--- config.mk ---
export PLATFORM = sky130hd
export DESIGN_NAME = nes_joypad_port_flat
export DESIGN_NICKNAME = d
export VERILOG_FILES = /design/src/rtl/nes_joypad_port_if.sv /design/src/rtl/nes_joypad_port.sv /design/src/flat_wrapper.sv
export SDC_FILE = /design/constraint.sdc
export NUM_CORES = 1
export LEC_CHECK = 0
export CAP_MARGIN = 10
export CORE_MARGIN = 1
export CORE_UTILIZATION = 51
export DETAILED_ROUTE_END_ITERATION = 8
export PLACE_DENSITY_LB_ADDON = 0.12
export REMOVE_ABC_BUFFERS = 1
export SYNTH_ARGS = -nofsm -noshare
export SYNTH_HDL_FRONTEND = slang
export SYNTH_SLANG_ARGS = --single-unit
export TNS_END_PERCENT = 1
--- constraint.sdc ---
create_clock -name clock -period 2 [get_ports clock]
set_input_delay 0.3 -clock clock [delete_from_list [all_inputs] [get_ports clock]]
set_output_delay 0.3 -clock clock [all_outputs]
set_load 0.03 [all_outputs]
--- src/rtl/nes_joypad_port_if.sv ---
`default_nettype none
// +--------------------------------------------------------------------------+
// | nes_joypad_port_if                                                        |
// | CPU-side bus for the $4016/$4017 controller ports.                        |
// | Rev 1.0                                                                   |
// +--------------------------------------------------------------------------+
interface nes_joypad_port_if;
   logic [2:0] addr4016w;
   logic       naddr4016r;
   logic       naddr4017r;
   logic [7:0] rdata;
   logic       rdata_oe;

   modport master (
      output addr4016w,
      output naddr4016r,
      output naddr4017r,
      input  rdata,
      input  rdata_oe
   );

   modport slave (
      input  addr4016w,
      input  naddr4016r,
      input  naddr4017r,
      output rdata,
      output rdata_oe
   );
endinterface
`default_nettype wire

--- src/rtl/nes_joypad_port.sv ---
`default_nettype none
// +--------------------------------------------------------------------------+
// | nes_joypad_port                                                           |
// | Two CD4021-style serial controller ports behind $4016/$4017.              |
// | Optional four-player adapter: define NES_JOYPAD_FOUR_SCORE_EN.            |
// | Rev 1.0                                                                   |
// +--------------------------------------------------------------------------+
module nes_joypad_port #(
   parameter int         SYNC_STAGES = 2,
   parameter logic [7:0] OPEN_BUS_HI = 8'h40
) (
   input  wire logic       clock,
   input  wire logic       reset,
   nes_joypad_port_if.slave bus,
   input  wire logic [7:0] buttons_p1,
   input  wire logic [7:0] buttons_p2
`ifdef NES_JOYPAD_FOUR_SCORE_EN
   ,
   input  wire logic [7:0] buttons_p3,
   input  wire logic [7:0] buttons_p4
`endif
);

`ifdef NES_JOYPAD_FOUR_SCORE_EN
   localparam int NUM_PADS = 4;
   localparam int SR_W     = 24;
`else
   localparam int NUM_PADS = 2;
   localparam int SR_W     = 8;
`endif

   logic [7:0]      pad_raw   [NUM_PADS];
   logic [7:0]      btn_s     [NUM_PADS];
   logic [SR_W-1:0] load_val  [2];
   logic [1:0]      nread;
   logic [1:0]      serial_bit;
   logic            strobe;
   logic [7:0]      rdata_q;
   logic            rdata_oe_q;
   logic            unused_addr_bits;

   assign pad_raw[0] = buttons_p1;
   assign pad_raw[1] = buttons_p2;
`ifdef NES_JOYPAD_FOUR_SCORE_EN
   assign pad_raw[2] = buttons_p3;
   assign pad_raw[3] = buttons_p4;
`endif

   assign strobe           = bus.addr4016w[0];
   assign unused_addr_bits = ^bus.addr4016w[2:1];
   assign nread            = {bus.naddr4017r, bus.naddr4016r};

   for (genvar p = 0; p < NUM_PADS; p++) begin : g_sync
      logic [7:0] stage [SYNC_STAGES];

      always_ff @(posedge clock) begin
         if (reset) begin
            for (int s = 0; s < SYNC_STAGES; s++) begin
               stage[s] <= '0;
            end
         end else begin
            stage[0] <= pad_raw[p];
            for (int s = 1; s < SYNC_STAGES; s++) begin
               stage[s] <= stage[s-1];
            end
         end
      end

      assign btn_s[p] = stage[SYNC_STAGES-1];
   end

   // Four-score serial frame, LSB first: pad A, pad B, then the adapter signature.
`ifdef NES_JOYPAD_FOUR_SCORE_EN
   assign load_val[0] = {8'h08, btn_s[2], btn_s[0]};
   assign load_val[1] = {8'h04, btn_s[3], btn_s[1]};
`else
   assign load_val[0] = btn_s[0];
   assign load_val[1] = btn_s[1];
`endif

   for (genvar q = 0; q < 2; q++) begin : g_port
      logic [SR_W-1:0] sr;
      logic            hist;
      logic            rise;

      // Shift at the end of the read so the CPU sees a stable bit for the whole access.
      assign rise = ~hist & nread[q];

      always_ff @(posedge clock) begin
         if (reset) begin
            sr   <= '0;
            hist <= 1'b1;
         end else begin
            hist <= nread[q];
            if (strobe) begin
               sr <= load_val[q];
            end else if (rise) begin
               sr <= {1'b1, sr[SR_W-1:1]};
            end
         end
      end

`ifdef NES_JOYPAD_FOUR_SCORE_EN
      logic [4:0] cnt;

      always_ff @(posedge clock) begin
         if (reset) begin
            cnt <= '0;
         end else if (strobe) begin
            cnt <= '0;
         end else if (rise && (cnt != 5'd24)) begin
            cnt <= cnt + 5'd1;
         end
      end

      assign serial_bit[q] = (cnt >= 5'd24) ? 1'b1 : sr[0];
`else
      assign serial_bit[q] = sr[0];
`endif
   end

   // Port 1 wins if software ever drives both strobes at once.
   always_comb begin
      rdata_q    = '0;
      rdata_oe_q = 1'b0;
      if (!reset) begin
         if (!nread[0]) begin
            rdata_q    = {OPEN_BUS_HI[7:1], serial_bit[0]};
            rdata_oe_q = 1'b1;
         end else if (!nread[1]) begin
            rdata_q    = {OPEN_BUS_HI[7:1], serial_bit[1]};
            rdata_oe_q = 1'b1;
         end
      end
   end

   assign bus.rdata    = rdata_q;
   assign bus.rdata_oe = rdata_oe_q;

endmodule
`default_nettype wire

--- src/flat_wrapper.sv ---
// flat-port wrapper written by rule: the top's interface ports become plain ports
module nes_joypad_port_flat 
#(
   parameter int         SYNC_STAGES = 2,
   parameter logic [7:0] OPEN_BUS_HI = 8'h40
)
  (clock, reset, buttons_p1, buttons_p2, bus_addr4016w, bus_naddr4016r, bus_naddr4017r, bus_rdata, bus_rdata_oe);
  nes_joypad_port_if bus_i ();
  input  wire logic clock;
  input  wire logic reset;
  input  wire logic [7:0] buttons_p1;
  input  wire logic [7:0] buttons_p2;
  input wire logic [$bits(bus_i.addr4016w)-1:0] bus_addr4016w;
  input wire logic [$bits(bus_i.naddr4016r)-1:0] bus_naddr4016r;
  input wire logic [$bits(bus_i.naddr4017r)-1:0] bus_naddr4017r;
  output wire logic [$bits(bus_i.rdata)-1:0] bus_rdata;
  output wire logic [$bits(bus_i.rdata_oe)-1:0] bus_rdata_oe;
  assign bus_i.addr4016w = bus_addr4016w;
  assign bus_i.naddr4016r = bus_naddr4016r;
  assign bus_i.naddr4017r = bus_naddr4017r;
  assign bus_rdata = bus_i.rdata;
  assign bus_rdata_oe = bus_i.rdata_oe;
  nes_joypad_port #(.SYNC_STAGES(SYNC_STAGES), .OPEN_BUS_HI(OPEN_BUS_HI)) u_core (.clock(clock), .reset(reset), .bus(bus_i), .buttons_p1(buttons_p1), .buttons_p2(buttons_p2));
endmodule
==> results.toml, run 1 <==
[grt]
overflow = 0
grt_max_degree = 49
grtUsageTotal_pct = 14.3
antenna_found_initial = 0
grt_pass1_vias = 858
grt_pass1_wl_mm = 3.82

[worst_setup_path]
start_kind = "input port"
slowest_delay_ns = 0.46
cp_slowest_cell = "clkdlybuf4s50_1"
cp.arrival_ns = 1.33
critical_path_class = "input port to output port"
cp.required_ns = 1.70
endpoint_kind = "output port"
cp_max_fo = 5
crit_chain = "clkdlybuf4s50_1 -> or2_2 -> nand2_1 -> buf_4"

[detailed_routing]
detail_route.vias_per_cell = 4.71
drt_pre_antenna_iters = 4
avgRoutedWirePerCell_um = 9.99
vias = 1097
drc = 0
routed_wl_mm = 2.33
drtIter0Drc = 60
ant_nets = 0

[synth]
ys_ff_latch = 50
syn_area_per_cell_sq_um = 11.0
synth_area_leaders = "dfxtp_1 (55%), nor2b_1 (16%), a2111oi_2 (11%)"
syn_area_sq_um = 1840
synth_most_common_cell = "dfxtp_1"
synthTopCellsByCount = "dfxtp_1 (50), nor2b_1 (46), a2111oi_2 (14), nor2_1 (10), nor3_1 (10)"
yosysUniqueCellTypes = 21
syn_inst = 167
yosysTopAreaCellShare_pct = 54.5
synthArstFlopShare_pct = 0
yosys_most_used_dff = "dfxtp_1"
synth_edf_count = 0
synth_seq_area_share_pct = 54.5
yosys_warnings = 0
yosys.area.top_type = "dfxtp_1"

[clock_tree]
cts_tree = "built"
post_cts_resized = 0
cts_setup_buffers = 0
cts-hold-fix-buffers = 0
clk_pin_slew_ns = 0.14
cts.sinks = 50
cts_buffers = 5
clockBufferDepth = 2
ctsRootBufferMaster = "clkbuf_4"
clock_latency_ns = 0.36
cts_max_level = 2

[timing]
period_share_pct = 81.3
slew_violations = 0
whs_ns = 0.209
tns_ns = 0
setup_viol_count_final = 0
setup_ws_ns = 0.375
worst_slew_pin_slew_ns = 0.530
fmax_ghz = 0.615
hold_viol = 0
slew_headroom_pct = 64.7
clock_skew_ns = 0.0167
grt_setup_unrepaired = "no"
post-route-min-period_ns = 1.63

[finish]
finalNetCount = 209
fin_util_pct = 63.5
area_growth_pct = 17.2
antennaDiodeCount = 0
fin_area_sq_um = 2150
drive_gt1_share_pct = 18.2

[die]
fp.dieH_um = 62.0
io_pins = 32
die_area_sq_um = 3840
start_util_pct = 54.2
placementRows = 21
die_x_um = 62.0
core-area_sq_um = 3390

[placement]
preCtsSetupSlack_ns = 0.186
placed_area_sq_um = 2040
dpl.hpwl_mm = 1.50
gp_congestion = 0.668
io_buffers = 23

[job]
max_cap_viol_count = 0

[outcome]
status = "finished clean"

[power_and_ir_drop]
p_leak_nw = 0.805
power_density_nw_per_um2 = 920
ir_drop_mv = 0.528

[worst_hold_path]
hold_path.class = "input port to register"
## metrics by stage
step / cells / power (W)
6_report: 233 / 0.00198
3_3_place_gp: 225 / 0.00129
3_5_place_dp: 225 / 0.00129
2_1_floorplan: 154 / 0.00120
4_1_cts: 233 / 0.00200
5_1_grt: 233 / 0.00207
## flip-flops by register name, indices dropped and copies added, names as in the netlist
name / cells
u_core.g_port.hist: 2
u_core.g_port.sr: 16
u_core.g_sync.stage: 32
## worst paths after layout
| check | startpoint | end | slack [ns] | cells after the start |
|---|---|---|---|---|
| setup reg to reg | u_core.g_port[0].hist$_SDFF_PP1_ | u_core.g_port[0].sr[5]$_SDFFE_PP0P_ | 0.65 | 3 |
| setup / recovery | bus_naddr4016r | bus_rdata_oe | 0.37 | 4 |
| hold / removal | reset | u_core.g_port[1].hist$_SDFF_PP1_ | 0.21 | 2 |
| hold reg to reg | u_core.g_sync[1].stage[0][5]$_SDFF_PP0_ | u_core.g_sync[1].stage[0][13]$_SDFF_PP0_ | 0.44 | 1 |
## kinds of logic after synthesis
kind of cell    count (synthesis)  synth area share, %
other cells                     1                0.204
buf+inv                        20                 6.75
simple gates                   79                 25.8
flops                          50                 54.5
compound gates                 17                 12.7
## layout make-up
| cell class | instances | area, sq um |
|---|---|---|
| clock inverters | 2 | 60.1 |
| well taps | 46 | 57.6 |
| inverters | 2 | 7.51 |
| flip-flops and latches | 50 | 1000 |
| multi-input cells | 102 | 729 |
| repair buffers | 25 | 245 |
| clock buffers | 6 | 51.3 |
| fillers | 282 | 1240 |
## power by group
group	switching, W	internal, W
Sequential	0.0000160	0.00105
Combinational	0.000104	0.0000996
Clock	0.000288	0.000424
## per-layer routing
metal | vias up | part of all wire [%] | global-route usage (%)
met5 | - | 0 | 0
met4 | 0 | 2.0 | 7.62
met3 | 6 | 6.6 | 6.21
met2 | 36 | 43 | 19.8
met1 | 469 | 48 | 18.6
li1 | 586 | - | -
## cells in the final DEF, fill, tap and decap left out, types with 2 or more instances in the layout
cell type        Yosys  routed
nor2b_1             46      46
clkdlybuf4s50_1      0      19
nand2b_1             2       2
clkbuf_4             0       5
nor2_1              10      10
or2_2                2       2
inv_1                2       2
nor3_1              10      10
conb_1               1       6
and2b_1              2       2
nor3_2               4       4
buf_4                8       4
a221oi_1             2       2
bufinv_16            0       2
a2111oi_2           14      14
dfxtp_1             50      50
## critical path, delay by kind of cell
kind	cells	cell delay, ns
buf+inv	2	0.62
simple gates	2	0.40
Note: power is estimated with default switching activity, not from simulation.
==> run 2, diff against run 1 <==
--- a/config.mk
+++ b/config.mk
@@ -7,7 +7,7 @@
 export LEC_CHECK = 0
 export CAP_MARGIN = 10
 export CORE_MARGIN = 1
-export CORE_UTILIZATION = 51
+export CORE_UTILIZATION = 46
 export DETAILED_ROUTE_END_ITERATION = 8
 export PLACE_DENSITY_LB_ADDON = 0.12
 export REMOVE_ABC_BUFFERS = 1
==> constraint.sdc (replaced) <==
create_clock -name clock -period 1.4 [get_ports clock]
set_input_delay 0.21 -clock clock [delete_from_list [all_inputs] [get_ports clock]]
set_output_delay 0.21 -clock clock [all_outputs]
set_load 0.03 [all_outputs]
==> results.toml, run 2 (synthesized netlist as in run 1, its figures left out) <==
[worst_hold_path]
min_path_cells = 2
min_from = "reset"
hold_path.class = "input port to register"
min_to = "u_core.g_port[0].hist$_SDFF_PP1_"

[grt]
grtUsageTotal_pct = 14.2
grt_pass1_wl_mm = 4.63
overflow = 0
grt_pass1_vias = 1104
antenna_found_initial = 0
grt_max_degree = 49

[worst_setup_path]
cp_slowest_cell = "or2_2"
r2r-start = "u_core.g_port[1].hist$_SDFF_PP1_"
start_kind = "input port"
r2r_cells = 3
critical_path_class = "input port to output port"
r2r_slack_ns = 0.16
slowest_delay_ns = 0.28
rr_endpoint = "u_core.g_port[1].sr[3]$_SDFFE_PP0P_"
cp_max_fo = 3
crit_chain = "dlygate4sd2_1 -> buf_4 -> or2_2 -> nand2_2 -> buf_6"
cp.arrival_ns = 1.10
cp.required_ns = 1.19
endpoint_kind = "output port"

[timing]
setup_viol_count_final = 0
fmax_ghz = 0.764
hold_viol = 0
tns_ns = 0
grt_setup_unrepaired = "no"
setup_ws_ns = 0.0916
clock_skew_ns = 0.00106
period_share_pct = 93.5
post-route-min-period_ns = 1.31
slew_violations = 0

[clock_tree]
ctsRootBufferMaster = "clkbuf_8"
clk_pin_slew_ns = 0.08
cts.sinks = 50
post_cts_resized = 5
cts_max_level = 2
cts_buffers = 5
cts_tree = "built"
cts-hold-fix-buffers = 0
clockBufferDepth = 2
cts_setup_buffers = 0
clock_latency_ns = 0.29

[die]
placementRows = 22
die_x_um = 65.2
start_util_pct = 49.0
core-area_sq_um = 3740
fp.dieH_um = 65.2
io_pins = 32
die_area_sq_um = 4250

[detailed_routing]
drtIter0Drc = 25
vias = 1131
ant_nets = 0
drc = 0
drt_pre_antenna_iters = 4
routed_wl_mm = 2.55
avgRoutedWirePerCell_um = 10.7
detail_route.vias_per_cell = 4.73

[finish]
area_growth_pct = 20.7
finalNetCount = 213
antennaDiodeCount = 0
largest-register = "u_core.g_sync.stage"
nFillCells = 329
largest_register_ffs = 32
largest_registers = "u_core.g_sync.stage (32), u_core.g_port.sr (16), u_core.g_port.hist (2)"
layout_common_cells = "dfxtp_1 (50), nor2b_1 (46), clkdlybuf4s50_1 (17)"
final_common_cell = "dfxtp_1"
drive_gt1_share_pct = 20.4

[power_and_ir_drop]
power_w = 0.00274
p_leak_nw = 0.838
ir_drop_mv = 0.601
power_density_nw_per_um2 = 1240

[placement]
dpl.hpwl_mm = 1.74
io_buffers = 23
gp_congestion = 0.714
preCtsSetupSlack_ns = -0.182

[outcome]
status = "finished clean"

[job]
max_cap_viol_count = 0
## run 2: cell types whose count changed in the layout (fill, tap and decap cells not counted), sizes merged
| cell | delta |
|---|---|
| clkbuf | +2 |
| bufinv | -2 |
| clkdlybuf4s50 | -2 |
| dlygate4sd2 | +2 |
| buf | +4 |
## run 2: per-stage QoR
stage	instance area (sq um)	hold slack, ns	utilization (%)	cells
finish	2220	0.235	59.2	239
global route	2220	0.234	59.2	239
CTS	2220	0.225	59.2	239
detailed placement	2100	0.420	56.0	231
global placement	2100	0.418	56.0	231
floorplan	1740	0.279	-	154
## run 2: critical path: cells and delay by family
kind                   cells  cell delay, ns
AND/OR/NAND/NOR            2            0.37
buffers and inverters      3            0.52
## run 2: report_power, final
part	switching (W)	leakage (nW)	internal (W)
clock	0.000416	0.0575	0.000498
combinational	0.000154	0.367	0.000156
sequential	0.0000241	0.414	0.00150
## run 2: cell type report
class                      instances  area, sq um  area share, %
timing repair buffer              29          305           13.8
inverter                           2         7.51          0.339
clock buffer                       8          110           4.97
multi-input combinational        102          732           33.0
tap                               48         60.1           2.71
sequential                        50         1000           45.2
## run 2: layer usage
metal | vias to the layer above | global-route usage [%] | routed length [um]
met2 | 29 | 24.1 | 1190
met1 | 505 | 16.6 | 1200
met3 | 4 | 5.21 | 118
met4 | 0 | 4.08 | 33
met5 | - | 0 | 0
li1 | 593 | - | -
## run 2: how the worst max path moves through the flow
stage	startpoint	end	cells past startpoint
floorplan	u_core.g_port[0].hist$_SDFF_PP1_	u_core.g_port[0].sr[1]$_SDFFE_PP0P_	3
global placement	bus_naddr4017r	u_core.g_port[1].sr[3]$_SDFFE_PP0P_	4
detailed placement	bus_naddr4017r	u_core.g_port[1].sr[3]$_SDFFE_PP0P_	4
CTS	bus_naddr4017r	bus_rdata[6]	5
global route	u_core.g_port[1].hist$_SDFF_PP1_	u_core.g_port[1].sr[1]$_SDFFE_PP0P_	3
finish	bus_naddr4017r	bus_rdata[6]	5
